## src/rtl/gs232c_fetch_pkg.sv

```systemverilog
// gs232c_fetch_pkg: shared constants and state encoding for the fetch controller.
// Optional perf counters in the controller are enabled by defining FETCH_CTRL_PERF_EN.
package gs232c_fetch_pkg;

    localparam int FETCH_MAX_OUTS = 2;
    localparam int FETCH_CNT_W    = 3;
    localparam int FETCH_PERF_W   = 32;

    typedef enum logic [1:0] {
        FETCH_IDLE  = 2'd0,
        FETCH_RUN   = 2'd1,
        FETCH_DRAIN = 2'd2
    } fetch_state_e;

    // Plain-vector aliases so the FSM register can stay a legacy logic vector.
    localparam logic [1:0] ST_IDLE  = FETCH_IDLE;
    localparam logic [1:0] ST_RUN   = FETCH_RUN;
    localparam logic [1:0] ST_DRAIN = FETCH_DRAIN;

endpackage

```

## src/rtl/gs232c_fetch_outs_trk.sv

```systemverilog
// gs232c_fetch_outs_trk: tracks live (outs_cnt) and stale (drop_cnt) in-flight
// fetches and decides whether each in-order response is written to the IQ.
module gs232c_fetch_outs_trk
    import gs232c_fetch_pkg::*;
#(
    parameter int MAX_OUTS = FETCH_MAX_OUTS,
    parameter int CNT_W    = FETCH_CNT_W
) (
    input  logic             clock,
    input  logic             reset,
    input  logic             redirect,
    input  logic             pc_go,
    input  logic             inst_data_ok,
    output logic [CNT_W-1:0] outs_cnt,
    output logic [CNT_W-1:0] total,
    output logic [CNT_W-1:0] total_next,
    output logic             fe_go
);

    logic [CNT_W-1:0] drop_cnt;
    logic [CNT_W-1:0] outs_next;
    logic [CNT_W-1:0] drop_next;
    logic             resp_valid;
    logic             stale_resp;
    logic             live_resp;

    // Classify this cycle's response; stale ones drain first since responses are in order.
    always_comb begin
        total      = outs_cnt + drop_cnt;
        resp_valid = inst_data_ok & (total != '0);
        stale_resp = resp_valid & (drop_cnt != '0);
        live_resp  = resp_valid & (drop_cnt == '0);
        fe_go      = live_resp & ~redirect;
    end

    // A redirect turns every live fetch into a stale one; otherwise accepts and responses net out.
    always_comb begin
        if (redirect) begin
            drop_next = drop_cnt + outs_cnt - CNT_W'(resp_valid);
            outs_next = '0;
        end else begin
            drop_next = drop_cnt - CNT_W'(stale_resp);
            outs_next = outs_cnt + CNT_W'(pc_go) - CNT_W'(live_resp);
        end
        total_next = outs_next + drop_next;
    end

    // Counter registers, cleared immediately on reset.
    always_ff @(posedge clock or negedge reset) begin
        if (!reset) begin
            outs_cnt <= '0;
            drop_cnt <= '0;
        end else begin
            outs_cnt <= outs_next;
            drop_cnt <= drop_next;
        end
    end

    a_no_orphan_resp: assert property (@(posedge clock) disable iff (!reset)
        !(inst_data_ok && (total == '0)));

    a_total_bound: assert property (@(posedge clock) disable iff (!reset)
        total <= CNT_W'(MAX_OUTS));

endmodule

```

## src/rtl/gs232c_fetch_ctrl.sv

```systemverilog
// gs232c_fetch_ctrl: fetch FSM and request gating between the PC stage and the
// instruction bus. Define FETCH_CTRL_PERF_EN to add perf_drop/perf_stall counters.
module gs232c_fetch_ctrl
    import gs232c_fetch_pkg::*;
#(
    parameter int MAX_OUTS = FETCH_MAX_OUTS,
    parameter int CNT_W    = FETCH_CNT_W
) (
    input  logic             clock,
    input  logic             reset,
    input  logic             fetch_en,
    input  logic             redirect,
    input  logic [CNT_W-1:0] iq_free,
    output logic             inst_req,
    input  logic             inst_addr_ok,
    input  logic             inst_data_ok,
    output logic             pc_go,
    output logic             fe_go,
    output logic             iq_cancel,
    output logic             idle
`ifdef FETCH_CTRL_PERF_EN
    ,
    output logic [FETCH_PERF_W-1:0] perf_drop,
    output logic [FETCH_PERF_W-1:0] perf_stall
`endif
);

    localparam logic [CNT_W-1:0] MAX_LIM = CNT_W'(MAX_OUTS);

    logic [1:0]       state;
    logic [1:0]       state_next;
    logic [CNT_W-1:0] outs_cnt;
    logic [CNT_W-1:0] total;
    logic [CNT_W-1:0] total_next;

    gs232c_fetch_outs_trk #(
        .MAX_OUTS (MAX_OUTS),
        .CNT_W    (CNT_W)
    ) u_outs_trk (
        .clock        (clock),
        .reset        (reset),
        .redirect     (redirect),
        .pc_go        (pc_go),
        .inst_data_ok (inst_data_ok),
        .outs_cnt     (outs_cnt),
        .total        (total),
        .total_next   (total_next),
        .fe_go        (fe_go)
    );

    // Request only when running, not flushing, under the in-flight cap and with IQ room for live data.
    always_comb begin
        inst_req  = (state == ST_RUN) & ~redirect & (total < MAX_LIM) & (outs_cnt < iq_free);
        pc_go     = inst_req & inst_addr_ok;
        iq_cancel = redirect;
        idle      = (state == ST_IDLE) & (total == '0);
    end

    // FSM next state; DRAIN only falls to IDLE once nothing remains in flight.
    always_comb begin
        state_next = state;
        case (state)
            ST_IDLE:  if (fetch_en) state_next = ST_RUN;
            ST_RUN:   if (!fetch_en) state_next = ST_DRAIN;
            ST_DRAIN: begin
                if (fetch_en)                state_next = ST_RUN;
                else if (total_next == '0)   state_next = ST_IDLE;
            end
            default:  state_next = ST_IDLE;
        endcase
    end

    // FSM state register.
    always_ff @(posedge clock or negedge reset) begin
        if (!reset) state <= ST_IDLE;
        else        state <= state_next;
    end

`ifdef FETCH_CTRL_PERF_EN
    // Count discarded responses and RUN cycles that could not issue for reasons other than a flush.
    always_ff @(posedge clock or negedge reset) begin
        if (!reset) begin
            perf_drop  <= '0;
            perf_stall <= '0;
        end else begin
            if (inst_data_ok && (total != '0) && !fe_go) perf_drop <= perf_drop + 1'b1;
            if ((state == ST_RUN) && !inst_req && !redirect) perf_stall <= perf_stall + 1'b1;
        end
    end
`endif

endmodule

```

## config.mk

```make
export PLATFORM = sky130hd
export DESIGN_NAME = gs232c_fetch_ctrl
export DESIGN_NICKNAME = d
export VERILOG_FILES = /design/src/rtl/gs232c_fetch_pkg.sv /design/src/rtl/gs232c_fetch_outs_trk.sv /design/src/rtl/gs232c_fetch_ctrl.sv
export SDC_FILE = /design/constraint.sdc
export NUM_CORES = 1
export LEC_CHECK = 0
export BUFFER_PORTS_ARGS = -buffer_cell sky130_fd_sc_hd__buf_2
export CELL_PAD_IN_SITES_DETAIL_PLACEMENT = 1
export CELL_PAD_IN_SITES_GLOBAL_PLACEMENT = 1
export CORE_AREA = 2 2 45 47
export CTS_CLUSTER_DIAMETER = 40
export DETAILED_ROUTE_END_ITERATION = 10
export DIE_AREA = 0 0 47 49
export GPL_TIMING_DRIVEN = 0
export PLACE_DENSITY = 0.77
export SLEW_MARGIN = 5
export SYNTH_ARGS = -nofsm -noshare
export SYNTH_HDL_FRONTEND = slang
export SYNTH_SLANG_ARGS = --single-unit
```

## constraint.sdc

```tcl
create_clock -name clock -period 5.4 [get_ports clock]
set_input_delay 0.54 -clock clock [delete_from_list [all_inputs] [get_ports clock]]
set_output_delay 0.54 -clock clock [all_outputs]
set_load 0.01 [all_outputs]
```

==> results by stage <==
Run status:
- The run finished with clean final reports.

Setup path:
- Counting both buffers and inverters, the worst setup path holds a total of 3.
- Tracing the worst setup path back leads to its startpoint at u_outs_trk.outs_cnt[1].
- The length in cells of the worst reg-to-reg path is 17.
- Along the worst path, the maximum fanout reaches 4.
- The maximum single-stage delay on the critical path is 0.48 ns.
- Among all stages on the critical path, the largest delay is contributed by fa_1.
- The worst setup path is captured at a flop.
- The element type at the critical path start is a flop.
- The reg-to-reg setup timing slack is 1.32 ns.
- The destination of the critical timing path is state[1].
- Data arrives at the worst endpoint at 4.25 ns.
- The required time of the critical path is 5.57 ns.
- The category of cells accounting for the largest share of critical-path delay is adder cells.
- The cell count along the critical path is 17.
- The signal on the critical path passes through inv_1 > fa_1 > xnor2_1 > xnor2_1 > nand2_1 > o21ai_0 > nor2b_1 > ha_1 > inv_1 > ha_1 > inv_1 > fa_1 > nor2_1 > fa_1 > xor2_1 > xnor2_1 > a311oi_2.
- The worst register-to-register path ends at state[1].
- The type of the setup path with the least slack is flop to flop.
- In this run the critical register-to-register path is launched from u_outs_trk.outs_cnt[1].

Logic synthesis:
- In this run the cell area of the synthesized design comes to about 700 µm².
- The number of nets handed over by synthesis was 86.
- During synthesis, Yosys emitted a total of 0 warnings.
- The count of unique library cells instantiated by Yosys is 27.
- The sequential area share after synthesis is 0.286.
- Counting every instance in the synthesized netlist gives 64.
- The per-instance average area after synthesis is 10.9 µm².
- The total of flip-flops plus latches after synthesis is 8.

Clocking:
- The clock network latency to the later pin of the worst-skew pair is 0.26 ns.
- The hold buffer count at cts is 0.
- The clock root buffer is clkbuf_4.
- The longest clock path from root to sink contains 2 buffers.
- The number of instances resized during post-cts repair is 0.
- The clock slew at the register clock pins of the worst setup and hold paths is 0.06 ns.
- The CTS H-tree depth is 1.
- The total clock buffers created by CTS is 3.
- The number of clock sinks seen by CTS is 8.
- The post-CTS repair timing setup buffer count is 0.
- TritonCTS built the clock tree.

Floorplanning:
- The die height is slightly below 50 µm.
- The initial core utilization is 0.380.
- The die extent in x is 47 µm.
- The floorplan step defined a core boundary enclosing 0.00184 mm².
- The number of primary I/O pins is 14.
- The floorplan step defined a die boundary enclosing approximately 0.0023 mm².
- The number of rows in the core area is 16.

STA:
- The worst-case hold slack is approximately 0.11 ns.
- The number of slew-limit violations in the final report is 0.
- Clock skew on the completed layout was measured at 0.00308 ns.
- The post-route setup TNS is 0 ns.
- Setup violations remaining at the end of the flow were counted as 0.
- The period utilization is 0.756.
- The final hold violation count is 0.
- The smallest clock period supported by the final layout is computed as between 4 and 5 ns.
- Derived from the worst setup path, the maximum achievable clock frequency is 0.245 GHz.
- At the pin with the least slew margin, the transition time is 0.425 ns.
- Setup repair after global routing left no endpoint under its margin.
- In this run the tightest slew margin relative to its limit is 0.713.

Power:
- VDD sags by at most 0.213 mV.
- The fraction of power consumed by the clock network is 0.115.
- The switching power total is 0.182 mW.
- The total leakage power is 0.436 nW.
- In this run the power density over the cells is 502 mW/mm².
- The combinational cell fraction of total power is 0.623.
- The internal power summed over all cells is 0.228 mW.
- Of the total power, the share spent switching nets is 0.443.
- The sequential cell fraction of total power is 0.262.

Placement:
- In this run the tool buffered the top-level ports with 12 buffer cells.
- Detailed placement ended at an HPWL of around 1.2 mm.
- The global placement routability congestion is 0.726.

Layout:
- In the final layout, flip-flops and latches occupy 200 µm².
- Of the cells placed in the final design, the portion with a size suffix greater than 1 is 0.291.
- Relative to the synthesized area, the layout overhead comes to 16.6%.
- After filler insertion, the fill cell instance count of the layout stands at 219.
- The total number of nets in the final design is 103.
- Summing all multi-input logic gate instances after layout gives 445 µm².
- 0 antenna diodes ended up in the layout.

Global routing:
- The initial antenna violation count was 0.
- The maximum number of pins on one net before global-route repair is 10.
- Across every metal layer, demand over resource in global routing totals 0.142.
- Global routing finished with a remaining overflow of 0.
- The number of global-route vias before repair is 539.
- The first global-routing pass estimated 2.30 mm of wire.

Drt:
- The remaining routing DRC violations is 0.
- The first-pass detailed-route iteration total is 1.
- After detailed routing, the total wire length is around 1.3 mm.
- After detailed routing, the average wire length per cell comes to 12.7 µm.
- The detailed router placed ~490 vias in this run.
- Using the TritonRoute via totals, the vias-per-cell ratio works out to 4.64.
- The initial DRC count is 0.
- The detail route stage leaves a number of antenna-violating nets equal to 0.

Min path:
- The tightest min-delay check is of the input pin to asynchronous set/reset pin type.

Run:
- Across the run, the number of max-cap violations was 0.
-- power groups by stage --
stage	registers (mW)	clock network, mW	logic, mW
floorplan	0.101	0	0.200
global placement	0.107	0	0.247
detailed placement	0.108	0	0.260
CTS	0.107	0.0495	0.263
global route	0.110	0.0530	0.297
finish	0.107	0.0469	0.255
-- synthesized netlist by cell type --
| library cell | number | share of area |
|---|---|---|
| nand2_1 | 2 | 0.011 |
| or3b_2 | 1 | 0.013 |
| nor4_1 | 1 | 0.0090 |
| a311oi_2 | 1 | 0.021 |
| a21oi_2 | 1 | 0.013 |
| a21o_1 | 1 | 0.011 |
| nor2_1 | 4 | 0.021 |
| a21boi_0 | 1 | 0.011 |
| nor3b_1 | 1 | 0.011 |
| dfrtp_1 | 8 | 0.29 |
| buf_4 | 1 | 0.011 |
| nor3_1 | 1 | 0.0071 |
| o21ai_0 | 1 | 0.0071 |
| inv_1 | 11 | 0.059 |
| buf_2 | 1 | 0.0071 |
| and2_1 | 1 | 0.0090 |
| fa_1 | 3 | 0.086 |
| xor3_1 | 1 | 0.034 |
| a2111oi_2 | 1 | 0.021 |
| xnor3_1 | 1 | 0.032 |
| xnor2_1 | 4 | 0.050 |
| xor2_1 | 1 | 0.013 |
| xor2_2 | 1 | 0.023 |
| ha_1 | 10 | 0.18 |
| nor2_2 | 1 | 0.0090 |
| nor2b_1 | 2 | 0.018 |
| mux2i_1 | 2 | 0.029 |
-- through the flow --
stage	power (mW)	setup WS, ns	util	std cells	area [µm²]
finish	0.410	1.32	0.443	106	816
global route	0.460	1.06	0.443	106	816
CTS	0.420	1.27	0.443	106	816
detailed placement	0.369	1.28	0.431	103	793
global placement	0.354	1.43	0.431	103	793
floorplan	0.302	1.63	-	64	699
-- cells by family (layout without fill, tap and decap cells) --
logic type | Yosys count | after routing | share of synthesized area
xor+xnor | 8 | 8 | 0.152
fa+ha+maj | 13 | 13 | 0.265
mux | 2 | 2 | 0.0286
flops | 8 | 8 | 0.286
compound gates | 6 | 6 | 0.0841
buf+inv | 13 | 28 | 0.0769
simple gates | 14 | 14 | 0.107
-- cell usage in the layout, fill, tap and decap left out, drive strengths merged, types with 2 or more instances in the layout --
cell / n
xor2: 2
mux2i: 2
clkbuf: 3
nand2: 2
nor2: 5
xnor2: 4
inv: 11
ha: 10
buf: 14
fa: 3
dfrtp: 8
nor2b: 2
-- final cells by class --
cell class	instances	share of cell area
sequential	8	0.245
buffer	2	0.0153
clock buffer	3	0.0276
tap	27	0.0414
multi-input combinational	43	0.546
timing repair buffer	12	0.0736
inverter	11	0.0506
-- state kept, by name, indices dropped and copies added (netlist names) --
register / cells
u_outs_trk.drop_cnt: 3
u_outs_trk.outs_cnt: 3
state: 2
-- routing by layer --
metal	up-vias	GRT usage	part of all wire
met4	0	0.106	0.027
met5	-	0	0
met2	11	0.217	0.50
met1	239	0.178	0.44
li1	239	-	-
met3	3	0.0111	0.030
-- worst min-delay path by stage --
stage           from       end  depth (start not counted)
2_1_floorplan  reset  state[0]                          0
3_3_place_gp   reset  state[1]                          1
3_5_place_dp   reset  state[0]                          1
4_1_cts        reset  state[0]                          1
5_1_grt        reset  state[1]                          1
6_report       reset  state[1]                          1
No activity file was read; power rests on OpenSTA's default activity.
